**src/rtl/fp8_array_sequencer.sv**
```systemverilog
// Job sequencer for an N x N FP8 systolic array: clears accumulators, feeds K skewed
// operand steps, waits for the array to drain, then streams accumulator rows out.
module fp8_array_sequencer #(
   parameter int N      = 4,
   parameter int K_MAX  = 16,
   parameter int ADDR_W = 4,
   parameter int ROW_W  = 2
) (
   input  logic              clk,
   input  logic              rst,
   input  logic              start,
   input  logic [ADDR_W:0]   k_len,
   input  logic              abort,
   output logic              busy,
   output logic              done,
   output logic              pe_clear,
   output logic              buf_rd_en,
   output logic [ADDR_W-1:0] buf_rd_addr,
   output logic [N-1:0]      feed_valid,
   output logic [ROW_W-1:0]  rd_row,
   output logic              out_valid,
   input  logic              out_ready,
   output logic              out_last
);

   typedef enum logic [2:0] {
      S_IDLE  = 3'd0,
      S_CLEAR = 3'd1,
      S_FEED  = 3'd2,
      S_DRAIN = 3'd3,
      S_READ  = 3'd4,
      S_DONE  = 3'd5
   } state_t;

   localparam int                DRAIN_W    = $clog2(2 * N);
   localparam logic [DRAIN_W-1:0] DRAIN_LAST = DRAIN_W'(2 * N - 1);
   localparam logic [ADDR_W:0]   K_MAX_V    = (ADDR_W + 1)'(K_MAX);
   localparam logic [ROW_W-1:0]  ROW_LAST   = ROW_W'(N - 1);

   state_t              state_q, state_d;
   logic [ADDR_W:0]     k_len_q, k_len_d;
   logic [ADDR_W:0]     k_cnt_q, k_cnt_d;
   logic [DRAIN_W-1:0]  drain_cnt_q, drain_cnt_d;
   logic [ROW_W-1:0]    rd_row_q, rd_row_d;
   logic                busy_q, busy_d;
   logic                done_q, done_d;
   logic                pe_clear_q, pe_clear_d;
   logic                buf_rd_en_q, buf_rd_en_d;
   logic [ADDR_W-1:0]   buf_rd_addr_q, buf_rd_addr_d;
   logic [N-1:0]        feed_valid_q, feed_valid_d;
   logic                out_valid_q, out_valid_d;
   logic                out_last_q, out_last_d;
   logic                abort_clr_s;

   // Next-state and counter update; outputs are decoded from the next state so they register cleanly.
   always_comb begin
      state_d     = state_q;
      k_len_d     = k_len_q;
      k_cnt_d     = k_cnt_q;
      drain_cnt_d = drain_cnt_q;
      rd_row_d    = rd_row_q;
      abort_clr_s = 1'b0;

      if ((state_q != S_IDLE) && abort) begin
         state_d     = S_IDLE;
         k_cnt_d     = '0;
         drain_cnt_d = '0;
         rd_row_d    = '0;
         abort_clr_s = 1'b1;
      end else begin
         case (state_q)
            S_IDLE: begin
               if (start && !abort && (k_len != '0) && (k_len <= K_MAX_V)) begin
                  k_len_d = k_len;
                  state_d = S_CLEAR;
               end else begin
                  state_d = S_IDLE;
               end
            end
            S_CLEAR: begin
               k_cnt_d = '0;
               state_d = S_FEED;
            end
            S_FEED: begin
               if (k_cnt_q == (k_len_q - (ADDR_W + 1)'(1))) begin
                  k_cnt_d     = '0;
                  drain_cnt_d = '0;
                  state_d     = S_DRAIN;
               end else begin
                  k_cnt_d = k_cnt_q + (ADDR_W + 1)'(1);
               end
            end
            S_DRAIN: begin
               if (drain_cnt_q == DRAIN_LAST) begin
                  drain_cnt_d = '0;
                  rd_row_d    = '0;
                  state_d     = S_READ;
               end else begin
                  drain_cnt_d = drain_cnt_q + DRAIN_W'(1);
               end
            end
            S_READ: begin
               if (out_ready && (rd_row_q == ROW_LAST)) begin
                  rd_row_d = '0;
                  state_d  = S_DONE;
               end else if (out_ready) begin
                  rd_row_d = rd_row_q + ROW_W'(1);
               end else begin
                  rd_row_d = rd_row_q;
               end
            end
            S_DONE: begin
               rd_row_d = '0;
               state_d  = S_IDLE;
            end
            default: begin
               state_d = S_IDLE;
            end
         endcase
      end

      busy_d        = (state_d != S_IDLE);
      done_d        = (state_d == S_DONE);
      pe_clear_d    = (state_d == S_CLEAR) || abort_clr_s;
      buf_rd_en_d   = (state_d == S_FEED);
      buf_rd_addr_d = buf_rd_en_d ? k_cnt_d[ADDR_W-1:0] : '0;
      // Lane 0 follows the read strobe by the buffer latency; lane i adds i cycles of skew.
      feed_valid_d  = abort_clr_s ? '0 : {feed_valid_q[N-2:0], buf_rd_en_q};
      out_valid_d   = (state_d == S_READ);
      out_last_d    = out_valid_d && (rd_row_d == ROW_LAST);
   end

   // State, counters and registered outputs.
   always_ff @(posedge clk or posedge rst) begin
      if (rst) begin
         state_q       <= S_IDLE;
         k_len_q       <= '0;
         k_cnt_q       <= '0;
         drain_cnt_q   <= '0;
         rd_row_q      <= '0;
         busy_q        <= 1'b0;
         done_q        <= 1'b0;
         pe_clear_q    <= 1'b0;
         buf_rd_en_q   <= 1'b0;
         buf_rd_addr_q <= '0;
         feed_valid_q  <= '0;
         out_valid_q   <= 1'b0;
         out_last_q    <= 1'b0;
      end else begin
         state_q       <= state_d;
         k_len_q       <= k_len_d;
         k_cnt_q       <= k_cnt_d;
         drain_cnt_q   <= drain_cnt_d;
         rd_row_q      <= rd_row_d;
         busy_q        <= busy_d;
         done_q        <= done_d;
         pe_clear_q    <= pe_clear_d;
         buf_rd_en_q   <= buf_rd_en_d;
         buf_rd_addr_q <= buf_rd_addr_d;
         feed_valid_q  <= feed_valid_d;
         out_valid_q   <= out_valid_d;
         out_last_q    <= out_last_d;
      end
   end

   assign busy        = busy_q;
   assign done        = done_q;
   assign pe_clear    = pe_clear_q;
   assign buf_rd_en   = buf_rd_en_q;
   assign buf_rd_addr = buf_rd_addr_q;
   assign feed_valid  = feed_valid_q;
   assign rd_row      = rd_row_q;
   assign out_valid   = out_valid_q;
   assign out_last    = out_last_q;

endmodule

```
**config.mk**
```make
export PLATFORM = sky130hd
export DESIGN_NAME = fp8_array_sequencer
export DESIGN_NICKNAME = d
export VERILOG_FILES = /design/src/rtl/fp8_array_sequencer.sv
export SDC_FILE = /design/constraint.sdc
export NUM_CORES = 1
export LEC_CHECK = 0
export CAP_MARGIN = 20
export CORE_MARGIN = 5
export CORE_UTILIZATION = 47
export DETAILED_ROUTE_END_ITERATION = 10
export GPL_TIMING_DRIVEN = 0
export HOLD_SLACK_MARGIN = 0.1
export PLACE_DENSITY = 0.74
export SYNTH_ARGS = -nofsm -noshare
export SYNTH_HDL_FRONTEND = slang
export SYNTH_SLANG_ARGS = --single-unit
```
**constraint.sdc**
```tcl
create_clock -name clk -period 1.81 [get_ports clk]
set_clock_uncertainty 0.1 [all_clocks]
set_input_delay 0.181 -clock clk [delete_from_list [all_inputs] [get_ports clk]]
set_output_delay 0.181 -clock clk [all_outputs]
set_load 0.01 [all_outputs]
```
=== Word-level counts from Yosys, hierarchy flattened ===
Index checks and enable logic that the tools add are counted.

* Flip-flop bits (word level): 32
* Logic and storage cells: 71
* Output and inout bits: 16

* Reduce and logical (&&, ||, !) cells: 16
* Add/subtract/negate cells: 4
* Eq/ne operators: 14
* Muxes and demuxes: 21
* Order comparisons: 1
* Bitwise operators: 1

{| class="wikitable"
|+ Operator list
! operator !! count
|-
| 3-bit 2-to-1 mux || 7
|-
| 3-bit == test, second input constant || 5
|-
| 3-bit case mux with 5 select lines || 1
|-
| 3-bit nonzero test || 4
|-
| 5-bit 2-to-1 mux || 2
|-
| 5-bit case mux with 2 select lines || 1
|-
| 3-bit by 2-bit == test with 1-bit output, second input constant || 3
|-
| 2-bit 2-to-1 mux || 4
|-
| 4-bit 2-to-1 mux || 2
|-
| 3-bit by 1-bit == test with 1-bit output, second input constant || 2
|-
| 1-bit logical AND || 6
|-
| 2-bit case mux with 3 select lines || 1
|-
| 3-bit case mux with 2 select lines || 1
|-
| 5-bit by 1-bit adder with 5-bit output, second input constant || 1
|-
| 5-bit == test || 1
|-
| 5-bit less-or-equal comparator, second input constant || 1
|-
| 5-bit nonzero test || 1
|-
| 5-bit by 1-bit subtractor with 5-bit output, second input constant || 1
|-
| 2-bit == test, second input constant || 2
|-
| 3-bit by 1-bit adder with 3-bit output, second input constant || 1
|-
| 3-bit zero test || 1
|-
| 3-bit inequality test, second input constant || 1
|-
| 3-bit AND reduction || 1
|-
| 2-bit by 1-bit adder with 2-bit output, second input constant || 1
|-
| 5 further kinds || 6
|}

=== Logic depth before layout (Yosys ltp) ===
Gate-level depths: netlist of the first run.

* Depth in word-level cells: 9
* Mapped depth: 7
* Depth with buffers taken out: 7

=== Worst setup path after synthesis of the first run ===
Ideal clock, no wire load.

* Path type: register to register
* Start point: register k_len_q[0]
* End point: register drain_cnt_q[1]
* Stages on the path, launching flop included: 8
* Data required time: 1589 ps
* Arrival time: 1718 ps
* Path slack: -129 ps
* Path through: dfrtp_1 > inv_1 > ha_1 > xnor2_1 > a211oi_2 > o311ai_2 > o221a_1 > a22o_1

* Cells in the longest elaborated chain, start to end: 4

{| class="wikitable"
|+ Ends and longest elaborated chain
! item !! line !! text
|-
| start: declaration || 41 || <nowiki>logic [ADDR_W:0] k_len_q, k_len_d;</nowiki>
|-
| start signal: assignment || 151 || <nowiki>k_len_q <= k_len_d;</nowiki>
|-
| 5-bit by 1-bit subtractor with 5-bit output || 85 || <nowiki>if (k_cnt_q == (k_len_q - (ADDR_W + 1)'(1))) begin</nowiki>
|-
| 5-bit == test || 85 ||
|-
| 3-bit inequality test (no line) || -- ||
|-
| 2-bit AND reduction (no line) || -- ||
|-
| end signal: assignment || 153 || <nowiki>drain_cnt_q <= drain_cnt_d;</nowiki>
|-
| end: declaration || 43 || <nowiki>logic [DRAIN_W-1:0] drain_cnt_q, drain_cnt_d;</nowiki>
|}

Every way passes these cells.
A chain may end at the register's enable or synchronous reset.

=== Worst setup path after layout of the first run ===
* Start point: register k_len_q[1]
* End point: register drain_cnt_q[2]

The elaborated chain is that of the path after synthesis.

==> results of run 1 <==
[layout by cell type (no fill, tap or decap), types with 3 or more instances in the layout]
cell type,netlist,routed
dfrtp_1,32,32
clkdlybuf4s50_1,0,23
o21ai_0,11,11
nand2_1,9,9
buf_4,2,8
nor2_1,7,7
nand3_1,6,6
and2_1,7,6
inv_1,7,5
xnor2_1,6,5
a21oi_1,5,5
mux2_2,5,5
clkbuf_4,0,5
buf_2,3,3
and3_1,3,3
xor2_1,3,3
nor3_1,3,3
a211oi_1,4,3
ha_1,5,3
[worst max-delay path: stages, from the launching register on]
cell and delay [ns]:
dfrtp_1 0.42, inv_2 0.08, ha_4 0.15, nand4bb_1 0.13, a211oi_2 0.31, o311ai_4 0.20, o221a_1 0.33, a22o_1 0.23
[registers in the layout, indices dropped and copies added (netlist names)]
| name | flops |
|---|---|
| buf_rd_addr | 4 |
| buf_rd_en | 1 |
| busy | 1 |
| done | 1 |
| drain_cnt_q | 3 |
| feed_valid | 4 |
| k_cnt_q | 5 |
| k_len_q | 5 |
| out_last | 1 |
| out_valid | 1 |
| pe_clear | 1 |
| rd_row | 2 |
| state_q | 3 |
[logic make-up after synthesis]
group | count (synthesis) | synth area share
and+or+nand+nor | 51 | 0.174
AOI/OAI and AO/OA | 38 | 0.167
DFF | 32 | 0.496
buffers and inverters | 14 | 0.0403
xor gates and xnor gates | 9 | 0.0488
muxes | 5 | 0.0349
adders and majority gates | 5 | 0.0387
[area by class of cell]
| type | count | area [um2] | share of cell area |
|---|---|---|---|
| Buffer | 6 | 33.8 | 0.0156 |
| Multi-Input combinational cell | 108 | 841 | 0.388 |
| Tap cell | 46 | 57.6 | 0.0265 |
| Sequential cell | 32 | 801 | 0.369 |
| Timing Repair Buffer | 34 | 348 | 0.160 |
| Clock inverter | 2 | 10.0 | 0.00462 |
| Inverter | 7 | 26.3 | 0.0121 |
| Clock buffer | 6 | 51.3 | 0.0237 |
[worst max-delay path by stage]
stage | to | from | slack, ns | cells after the start
floorplan | drain_cnt_q[1] | k_len_q[0] | -0.02 | 7
global placement | k_len_q[1] | k_len[1] | -0.46 | 7
detailed placement | k_len_q[4] | k_len[1] | -0.46 | 7
CTS | drain_cnt_q[2] | k_len_q[1] | -0.20 | 7
global route | drain_cnt_q[1] | k_len_q[0] | -0.33 | 7
finish | drain_cnt_q[2] | k_len_q[1] | -0.24 | 7
[repair_timing]
action,4_1_cts,5_1_grt
pin swaps,4,4
endpoints found under the hold margin,0,2
buffers inserted,4,2
endpoints found under the setup margin,22,22
resized for setup,4,11
hold buffers,0,2
[stage by stage]
step / TNS, ns / hold slack (ns) / util / std cells / cell area [um2]
global placement: -4.67 / 0.356 / 0.582 / 225 / 1940
global route: -3.60 / 0.181 / 0.650 / 241 / 2170
CTS: -1.59 / 0.146 / 0.624 / 237 / 2080
detailed placement: -5.93 / 0.367 / 0.591 / 226 / 1970
finish: -2.13 / 0.138 / 0.650 / 241 / 2170
floorplan: -0.0358 / 0.197 / - / 154 / 1640
[power by group]
| group | internal, W | switching, W | total, W |
|---|---|---|---|
| Combinational | 0.000266 | 0.000242 | 0.000508 |
| Sequential | 0.000780 | 0.0000701 | 0.000850 |
| Clock | 0.000185 | 0.000234 | 0.000418 |
[layer usage]
metal | wire length (um) | track usage | up-vias
li1 | - | - | 632
met4 | 50 | 0.0720 | 0
met3 | 185 | 0.0519 | 5
met2 | 1910 | 0.298 | 27
met1 | 1360 | 0.199 | 623
met5 | 0 | 0 | -
==> impl_metrics.py, run 1 <==
metrics = {
    "synthesis": {
        "synth_seq_area_share": 0.496,
        "yosysMostFrequentCell": "dfrtp_1",
        "synthArstFlopShare": 1.00,
        "yosys-top-cells-count": "dfrtp_1 (32), o21ai_0 (11), nand2_1 (9)",
        "syn_nets": 169,
        "ys_seq_elements": 32,
        "syn_inst": 154,
        "ys_types": 42,
        "postSynthAreaPerCell_um2": 10.5,
        "yosys_warnings": 0,
        "netlist.area_leader.share": 0.496,
        "yosysTopAreaCell": "dfrtp_1",
        "syn_area_um2": 1620,
        "synthTopCellsByArea": "dfrtp_1 (50%), ha_1 (3.9%), mux2_2 (3.5%)",
        "ys.flop_type": "dfrtp_1",
        "synth_edf_count": 0,
    },
    "detailed_routing": {
        "drt_iter0_drc": 32,
        "wl_per_cell_um": 14.5,
        "detail-route-antenna-nets": 0,
        "firstDrtPassIters": 4,
        "drcViolationCount": 0,
        "avgViaCountPerCell": 5.34,
        "routed_wl_mm": 3.50,
        "vias": 1287,
    },
    "setup_path": {
        "crit_path_end_kind": "register",
        "r2r_cells": 7,
        "regToRegEndpoint": "drain_cnt_q[2]",
        "worst-path-max-fanout": 5,
        "r2r-start": "k_len_q[1]",
        "cp_data_arrival_time_ns": 2.17,
        "worstPathRequired_ns": 1.93,
        "worstSetupPathType": "reg -> reg",
        "startpoint_type": "register",
        "r2r_slack_ns": -0.24,
    },
    "placed_design": {
        "dpl_worst_slack_ns": -0.457,
        "dpl.hpwl_mm": 2.58,
        "gp_congestion": 0.779,
        "portBuffers": 25,
    },
    "outcome": {
        "status": "complete, but fails checks",
        "violations": "negative setup slack",
    },
    "power": {
        "power.density_nw_per_um2": 819,
        "p_leak_nw": 0.962,
        "power.total_w": 0.00178,
        "vdd_drop_max_mv": 0.477,
    },
    "sta": {
        "tightest_slew_ns": 0.694,
        "period_share": 1.13,
        "rsz0062_at_grt": "yes",
        "setup_viol": 13,
        "relSlewSlack": 0.533,
        "drv_slew": 0,
        "max_freq_mhz": 487,
        "finalCriticalPeriod_ns": 2.05,
        "finalHoldViolCount": 0,
        "setup_ws_ns": -0.244,
    },
    "clocking": {
        "cts-root-buf": "clkbuf_4",
        "cts_tree": "done",
        "clock_sinks": 32,
        "path_clk_slew_ns": 0.10,
        "cts_max_path_buffers": 2,
        "cts_buffers": 5,
        "clkLatencyLatePin_ns": 0.33,
        "htreeDepth": 2,
    },
    "cells_and_area": {
        "area_growth_pct": 34.2,
        "n_fill_cell": 272,
        "drive_above_1_share": 0.226,
        "nets": 209,
        "n_antenna_cell": 0,
    },
    "global_routing": {
        "grt_overflow": 0,
        "grt_pass1_wl_mm": 5.86,
        "antenna_found_initial": 0,
        "grt_pass1_vias": 1257,
        "grt_max_degree": 18,
        "track_usage": 0.173,
    },
    "floorplanning": {
        "die_width_um": 68.6,
        "core_area_um2": 3340,
        "initial_core_util": 0.484,
        "ios": 26,
        "die_h_um": 68.6,
        "dieArea_um2": 4710,
        "rows": 21,
    },
    "worst_hold_path": {
        "hold_class": "in -> async",
    },
    "run": {
        "drv_cap": 0,
    },
}
Note: power is estimated with default switching activity, not from simulation.
==> inputs of run 2 (changes only) <==
- CORE_ASPECT_RATIO: not set -> 0.6
==> run 2 against run 1 <==
  * The run still ends with negative setup slack left
  * Clock-buffer cell count rose by 1
  * Via count is 6.1% higher
  * Power increased by 12%
  * Highest routed layer unchanged
  * Maximum frequency is 1.7% higher
  * Setup slack better by 0.035 ns
==> impl_metrics.py, run 2 (same netlist as run 1, synthesis figures left out) <==
metrics = {
    "setup_path": {
        "startpoint_type": "register",
        "worstSetupPathType": "reg -> reg",
        "crit_path_end_kind": "register",
        "r2r_cells": 7,
        "regToRegEndpoint": "drain_cnt_q[1]",
        "startpoint": "k_len_q[1]",
        "worst-path-max-fanout": 4,
        "cp_data_arrival_time_ns": 2.10,
        "r2r_slack_ns": -0.21,
        "r2r-start": "k_len_q[1]",
        "worstPathRequired_ns": 1.89,
    },
    "cells_and_area": {
        "n_antenna_cell": 0,
        "nets": 210,
        "drive_above_1_share": 0.250,
        "final_cell_mix": "dfrtp_1 (32), clkdlybuf4s50_1 (21), o21ai_0 (11), buf_4 (10), nand2_1 (8)",
        "fin_util": 0.687,
        "largestRegisters": "k_cnt_q (5), k_len_q (5)",
        "final_common_cell": "dfrtp_1",
        "area_growth_pct": 39.7,
    },
    "detailed_routing": {
        "detail-route-antenna-nets": 0,
        "routed_wl_mm": 4.18,
        "vias": 1366,
        "firstDrtPassIters": 4,
        "drt_iter0_drc": 77,
        "wl_per_cell_um": 17.3,
        "avgViaCountPerCell": 5.67,
        "drcViolationCount": 0,
    },
    "global_routing": {
        "grt_pass1_wl_mm": 6.58,
        "grt_overflow": 0,
        "grt_use_met1": 0.228,
        "track_usage": 0.184,
        "grtUsageMet3": 0.0565,
        "grt_pass1_vias": 1392,
        "antenna_found_initial": 0,
        "met2_usage": 0.288,
        "grt-busiest-layer": "met2",
        "grt_max_degree": 26,
    },
    "sta": {
        "finalHoldViolCount": 0,
        "relSlewSlack": 0.540,
        "rsz0062_at_grt": "yes",
        "setup_viol": 14,
        "tightest_slew_ns": 0.684,
        "setup_ws_ns": -0.209,
        "finalCriticalPeriod_ns": 2.02,
        "tns_ns": -1.57,
        "drv_slew": 0,
        "max_freq_mhz": 495,
        "period_share": 1.12,
    },
    "clocking": {
        "cts_buffers": 5,
        "clock_sinks": 32,
        "path_clk_slew_ns": 0.06,
        "cts_max_path_buffers": 2,
        "htreeDepth": 2,
        "cts-root-buf": "clkbuf_8",
        "clkLatencyLatePin_ns": 0.29,
        "cts_tree": "done",
    },
    "floorplanning": {
        "die_h_um": 55.4,
        "initial_core_util": 0.492,
        "rows": 16,
        "ios": 26,
        "core_area_um2": 3280,
        "dieArea_um2": 4750,
        "die_width_um": 85.7,
    },
    "power": {
        "power.density_nw_per_um2": 882,
        "power.total_w": 0.00199,
        "p_leak_nw": 0.986,
        "vdd_drop_max_mv": 0.489,
    },
    "worst_hold_path": {
        "timing.hold.worst.start": "k_len[1]",
        "hold_depth": 2,
        "hold_class": "in -> reg",
        "whs_endpoint": "k_len_q[1]",
    },
    "placed_design": {
        "portBuffers": 25,
        "dpl_worst_slack_ns": -0.484,
        "gp_congestion": 0.912,
        "dpl.hpwl_mm": 2.83,
    },
    "outcome": {
        "status": "complete, but fails checks",
        "violations": "negative setup slack",
    },
    "run": {
        "drv_cap": 0,
    },
}
## run 2: cell count changes in the layout (fill, tap and decap cells not counted), moves of 3 or more
cell / change
clkbuf_8: +5
a211oi_1: -3
a211oi_2: +3
clkbuf_4: -4
dlygate4sd2_1: +3
## run 2: metrics by stage
stage	hold slack (ns)	area, um2	std cells
2_1_floorplan	0.197	1640	154
3_3_place_gp	0.367	1940	224
3_5_place_dp	0.367	1970	225
4_1_cts	0.199	2150	239
5_1_grt	0.151	2260	241
6_report	0.138	2260	241
## run 2: where the power goes
part / switching [W] / internal (W) / leakage, nW
Sequential: 0.0000731 / 0.000781 / 0.431
Clock: 0.000269 / 0.000309 / 0.0445
Combinational: 0.000275 / 0.000283 / 0.510
Total: 0.000617 / 0.00137 / 0.986
## run 2: cell type report
| type | count | area [um2] |
|---|---|---|
| repair buffers | 35 | 347 |
| plain buffers | 6 | 36.3 |
| multi-input cells | 108 | 896 |
| inverters | 7 | 26.3 |
| flip-flops and latches | 32 | 801 |
| well taps | 45 | 56.3 |
| fillers | 243 | 1030 |
| clock buffers | 7 | 86.3 |
| clock inverters | 1 | 7.51 |
## run 2: worst max-delay path by stage
stage / to / cells past startpoint / slack, ns
2_1_floorplan: drain_cnt_q[1] / 7 / -0.02
3_3_place_gp: k_len_q[3] / 7 / -0.47
5_1_grt: drain_cnt_q[1] / 7 / -0.31
4_1_cts: drain_cnt_q[1] / 7 / -0.19
3_5_place_dp: k_len_q[0] / 7 / -0.48
6_report: drain_cnt_q[1] / 7 / -0.21
## run 2: routing by layer
layer | vias up | wire length [um]
met5 | - | 0
met4 | 0 | 112
met3 | 11 | 298
met2 | 56 | 2000
met1 | 662 | 1760
li1 | 637 | -
## run 2: critical path, stage by stage, from the launching register on
cell and delay, ns:
dfrtp_1 0.40, inv_2 0.07, ha_4 0.20, xnor2_2 0.13, a211oi_2 0.27, o311ai_4 0.19
o221a_1 0.32, a22o_1 0.22
## run 2: repair_timing
item | in CTS | in global routing
gates resized for setup | 11 | 17
hold endpoints to repair | 7 | 0
buffers inserted | 6 | 2
pin swaps | 8 | 11
endpoints found under the setup margin | 23 | 22
hold buffers | 1 | 0
